$ cat config.mk
export PLATFORM = sky130hd
export DESIGN_NAME = mux4_rr_arbiter
export DESIGN_NICKNAME = d
export VERILOG_FILES = /design/src/rtl/mux4_arb_pkg.sv /design/src/rtl/rr_pick4.sv /design/src/rtl/mux4_rr_arbiter.sv
export SDC_FILE = /design/constraint.sdc
export NUM_CORES = 1
export LEC_CHECK = 0
export CAP_MARGIN = 20
export CORE_AREA = 2 2 39 41
export DETAILED_ROUTE_END_ITERATION = 12
export DIE_AREA = 0 0 41 43
export PLACE_DENSITY = 0.71
export SLEW_MARGIN = 10
export SYNTH_ARGS = -nofsm -noshare
export SYNTH_HDL_FRONTEND = slang
export SYNTH_SLANG_ARGS = --single-unit
$ cat constraint.sdc
create_clock -name clk -period 2.25 [get_ports clk]
set_input_delay 0.3375 -clock clk [delete_from_list [all_inputs] [get_ports clk]]
set_output_delay 0.3375 -clock clk [all_outputs]
set_load 0.05 [all_outputs]
$ cat src/rtl/mux4_arb_pkg.sv
// Shared types and helpers for the 4-requester round-robin mux arbiter.
// The state enum always carries LOCKED; it is only ever reached when the
// design is built with MUX4_ARB_LOCK_EN defined.
package mux4_arb_pkg;

  localparam int DW   = 2;
  localparam int NREQ = 4;
  localparam logic [1:0] SEL_RST = 2'b11;

  typedef enum logic [1:0] {
    IDLE   = 2'd0,
    BUSY   = 2'd1,
    LOCKED = 2'd2
  } state_t;

  // First set request bit scanning upward from last+1, wrapping mod 4.
  // The last winner itself is checked last, so it has the lowest priority.
  // Returns last when no bit is set; callers qualify the result with |req.
  function automatic logic [1:0] next_idx(input logic [1:0] last,
                                          input logic [3:0] req);
    logic [1:0] r;
    logic [1:0] c;
    r = last;
    // Scan from the lowest priority toward the highest so the highest wins.
    for (int k = 4; k >= 1; k--) begin
      c = last + k[1:0];
      if (req[c]) r = c;
    end
    return r;
  endfunction

endpackage

$ cat src/rtl/rr_pick4.sv
// Combinational rotate-priority encoder for four requesters.
// Priority starts just above 'last' and wraps; 'idx' and 'onehot' are only
// meaningful while 'any' is high (onehot is forced to zero otherwise).
module rr_pick4
  import mux4_arb_pkg::*;
(
  input  logic [3:0] req,
  input  logic [1:0] last,
  output logic       any,
  output logic [1:0] idx,
  output logic [3:0] onehot
);

  // Rotating first-set search plus one-hot expansion of the winner.
  always_comb begin
    any    = |req;
    idx    = next_idx(last, req);
    onehot = 4'b0000;
    if (any) onehot[idx] = 1'b1;
  end

endmodule

$ cat src/rtl/mux4_rr_arbiter.sv
// Round-robin arbiter and sequencer for a shared 4-to-1, 2-bit mux datapath.
// Four requesters offer a word each; one is picked in rotating order, acked
// combinationally, and its word registered onto a valid/ready output port.
// Optional burst lock is compiled in with the macro MUX4_ARB_LOCK_EN: a
// capture taken with lock=1 restricts the next capture to the same requester.
module mux4_rr_arbiter
  import mux4_arb_pkg::*;
(
  input  logic                 clk,
  input  logic                 rst_n,
`ifdef MUX4_ARB_LOCK_EN
  input  logic                 lock,
`endif
  input  logic [NREQ-1:0]      req,
  input  logic [NREQ*DW-1:0]   in_data,
  output logic [NREQ-1:0]      ack,
  output logic [1:0]           sel,
  output logic [DW-1:0]        out_data,
  output logic                 out_valid,
  input  logic                 out_ready
);

  state_t            state;
  logic              slot_free;
  logic [NREQ-1:0]   eligible;
  logic              pick_any;
  logic [1:0]        pick_idx;
  logic [NREQ-1:0]   pick_onehot;
  logic              capture;
  logic [DW-1:0]     words [NREQ];
  logic [DW-1:0]     win_data;

  // Unpack the flat input bus into one word per requester.
  for (genvar gi = 0; gi < NREQ; gi++) begin : g_words
    assign words[gi] = in_data[DW*gi +: DW];
  end

  // The output slot can take a new word when empty or being consumed now.
  // IDLE always coincides with out_valid=0, so the state stands in for it.
  assign slot_free = (state == IDLE) | out_ready;

  // Requests allowed to compete this cycle; under lock only the locked
  // requester competes while it keeps requesting, otherwise the lock lapses.
`ifdef MUX4_ARB_LOCK_EN
  always_comb begin
    eligible = req;
    if (state == LOCKED && req[sel]) begin
      eligible      = 4'b0000;
      eligible[sel] = 1'b1;
    end
  end
`else
  assign eligible = req;
`endif

  rr_pick4 u_pick (
    .req    (eligible),
    .last   (sel),
    .any    (pick_any),
    .idx    (pick_idx),
    .onehot (pick_onehot)
  );

  // rst_n gates the grant so ack can never fire while held in reset.
  assign capture  = rst_n & slot_free & pick_any;
  assign ack      = capture ? pick_onehot : 4'b0000;
  assign win_data = words[pick_idx];

  // FSM and output registers: capture, drain or hold the output slot.
  always_ff @(posedge clk or negedge rst_n) begin
    if (!rst_n) begin
      state     <= IDLE;
      sel       <= SEL_RST;
      out_data  <= '0;
      out_valid <= 1'b0;
    end else if (capture) begin
      out_data  <= win_data;
      sel       <= pick_idx;
      out_valid <= 1'b1;
`ifdef MUX4_ARB_LOCK_EN
      state     <= lock ? LOCKED : BUSY;
`else
      state     <= BUSY;
`endif
    end else if (out_valid && out_ready) begin
      // Consumed with nothing to replace it: empty the slot.
      out_valid <= 1'b0;
      state     <= IDLE;
`ifdef MUX4_ARB_LOCK_EN
    end else if (state == LOCKED && slot_free && !req[sel]) begin
      // Locked requester went away while the slot was free: release.
      state     <= IDLE;
`endif
    end
  end

endmodule

==> results of run 1 <==
[timing repair]
action,4_1_cts,5_1_grt
gates cloned,0,0
gates resized for setup,4,9
hold buffers,0,0
setup buffers,0,4
setup endpoints to repair,3,4
pin swaps,0,7
[worst paths after layout]
kind                                         start                      end
setup reg to reg                sel[1]$_DFFE_PN1P_  out_data[1]$_DFFE_PN0P_
hold / removal                           out_ready     state[0]$_DFFE_PN0P_
hold reg to reg            out_data[1]$_DFFE_PN0P_  out_data[1]$_DFFE_PN0P_
setup / recovery                sel[1]$_DFFE_PN1P_                   ack[2]
max in group asynchronous                    rst_n       sel[0]$_DFFE_PN1P_
min in group asynchronous                    rst_n     state[0]$_DFFE_PN0P_
[kinds of logic (layout without fill, tap and decap cells)]
group | count (synthesis) | in the layout
AND/OR/NAND/NOR | 28 | 28
AO/OA/AOI/OAI | 14 | 14
flip-flops | 5 | 5
multiplexers | 2 | 2
buffers and inverters | 2 | 41
[power groups by stage]
stage | Sequential (mW) | Clock [mW] | Combinational (mW)
after global routing | 0.167 | 0.112 | 0.596
after global placement | 0.158 | 0 | 0.505
final | 0.162 | 0.102 | 0.566
after floorplan | 0.259 | 0 | 0.206
after CTS | 0.160 | 0.108 | 0.520
after detailed placement | 0.159 | 0 | 0.513
[per-layer routing]
| layer | global-route usage, % | vias to the layer above |
|---|---|---|
| li1 | - | 264 |
| met1 | 19.3 | 250 |
| met2 | 26.6 | 12 |
| met3 | 3.14 | 0 |
| met4 | 8.00 | 0 |
| met5 | 0 | - |
[final cells by class]
type	count	area [um2]	area share [%]
clock buffers	4	26.3	2.88
multi-input cells	44	360	39.6
well taps	16	20.0	2.20
repair buffers	35	369	40.5
flip-flops and latches	5	128	14.0
inverters	2	7.51	0.824
[worst reg2reg max path, cell delays in order (launching register included)]
cell and delay [ps]:
dfstp_2 600, nand2_1 90, and3_1 240, nor3_4 240, buf_4 150, buf_4 110, mux2i_1 220, o211ai_2 90
[registers in the layout, indices dropped and copies added (netlist names)]
| register | cells |
|---|---|
| state | 1 |
| sel | 2 |
| out_data | 2 |
[placed cells by master, fill, tap and decap left out, types with 2 or more instances in the layout]
master           count
a21oi_2              2
clkdlybuf4s50_1     14
o211ai_2             2
nor2_4               3
dfrtp_1              3
dfstp_2              2
nand2_1              7
buf_12               4
or4_4                2
buf_4               12
o31ai_1              2
o21ai_1              2
nand4_1              2
a21o_1               3
nor2_2               2
nand2b_1             4
clkbuf_4             3
inv_1                2
dlymetal6s2s_1       4
mux2i_1              2
[metrics by stage]
step | setup TNS, ps | area [um2] | setup slack [ps]
after detailed placement | -98.7 | 811 | -54.2
final | 0 | 911 | 36.1
after global placement | -53.6 | 811 | -29.5
after floorplan | -124 | 460 | -62.0
after global routing | -24.3 | 911 | -17.9
after CTS | -50.3 | 847 | -25.0
[Yosys cell counts, drive strengths merged]
master  instances  area share (%)
dfstp           2              12
inv             2             1.7
a21boi          1             2.5
a21o            3             5.0
dfrtp           3              17
mux2i           2             4.4
nor2            5             4.7
a21oi           3             3.3
nand4           2             2.8
nand3           2             3.3
nand2           7             5.8
o21ai           2             2.2
o31ai           3             8.0
nor3            1             3.6
and3            2             3.9
or2b            1             1.9
nand2b          5             6.9
or4             2             5.0
or2             1             1.4
o211ai          2             5.5
==> impl_results.md, run 1 <==
- Clock Root Buffer: clkbuf_4
- Fin. max-slew vios: 0
- Overall die area: 0.00176 mm2
- Clk pin slew, worst setup/hold paths: 40 ps
- Post-synthesis cell area: 453 um2
- Initial antenna violation count: 0
- Hold Crit Depth: 3
- Main combinational cell family by area after synthesis: simple AND/OR/NAND/NOR gates
- Net Count, Synth: 66
- Switching Fraction: 45.7%
- Detailed Routing Iterations Pass 1: 2
- Post-synthesis sequential area ratio: 28.2%
- Final setup fails: 0
- Port Buf Inserts: 23
- Gate power share: 68.2%
- Met3 wire length: 57 um
- LEAKAGE: 0.419 nW
- Startpoint types: flip-flop
- First-pass GRT wire length: 1980 um
- Wl on met1: 561 um
- Hold Crit Class: input pin to flip-flop
- YS warnings: 0
- Die Height: 43 um
- Power Dens Cells: 911 mW/mm2
- Iteration-0 DRC Markers: 3
- RSZ-0062 raised after global routing: true
- Vias in the first global route: 511
- Detail Route Antenna Nets: 0
- Core Footprint: 0.00138 mm2
- Antenna fix cells: 0
- Sink Count: 5
- Grt ovf: 0
- Post-Synth XOR/XNOR Area: 0%
- Crit path cell chain: or2_1 > a21oi_2 > or4_4 > nor2_4 > buf_12
- Slew @ Worst Pin: 507 ps
- DRC violation count after routing: 0
- Final #Nets: 106
- Compound-Gate Fraction of Synth Area: 26.5%
- Switch Pwr: 0.379 mW
- CP delay by family, top: simple AND/OR/NAND/NOR gates
- FMAX: 0.452 GHz
- Synth Area in Simple Gates: 39.2%
- Max_slew headroom: 66.1%
- Syn_area_per_cell: 8.88 um2
- CP bufs+invs: 1
- Syn-to-layout area delta: 101%
- Gr usage total: 16.4%
- Power Total: 0.830 mW
- Non-filler cells, final: 106
- Inserted Clock Buffers: 3
- Inst Count DP: 98
- Clock Path Buffers: 2
- Sequential power share: 19.6%
- Cells after Synth: 51
- Routed length per instance: 12.8 um
- Reg-to-reg slack, setup: 380 ps
- Post-synthesis mux area share: 4.42%
- Area share of fa/ha/maj cells after synthesis: 0%
- CP endpoint kind: output port
- Die Wd: 41 um
- Std-Cell Rows: 14
- Largest stage delay on the critical path: 600 ps
- Layout cells sized above 1: 43.3%
- VDD IR-drop max: 0.000467 V
- Post-synthesis register bit count: 5
- Register-to-Register Path Depth: 7
- CTS tree: yes
- Post-DP HPWL: 1040 um
- Vias per std cell: 4.96
- H-Tree Depth: 1
- Critical Path RT: 1910 ps
- Power share of the clock group: 12.2%
- Via count: 526
- Routed wire length: 1360 um
- Min Tclk post-route: 2210 ps
- Critical path class: flip-flop to output port
- Top-level I/O count: 24
- Final count of hold timing violations: 0
- Stages on the worst setup path: 5
- Cell variety after synth: 24
- Final Util: 65.8%
- Fillers: 126
- Clk_skew: 2.11 ps
- Max-Cap Viols: 0
- Period utilization: 98.4%
- CP arrival: 1880 ps
- Initial Utilization: 32.7%
- Final Wtd Congestion: 0.692
- Outcome: completed
- Internal power component: 0.450 mW
- Largest net degree at the start of global routing: 8
- Clock latency on the worst-skew pair: 240 ps
- Metal2 WL: 737 um
- Hold slack: 407 ps
- Crit Path Max Fanout: 7
- Top Layer Used: met3
- Slowest-stage cell, CP: dfstp_2
Power figures use the tool's default switching activity.
==> inputs of run 2 (changes only) <==
GPL_ROUTABILITY_DRIVEN = 1   (was default)
==> results of run 2 <==
Final layout, timing and power as in run 1 (identical DEF).
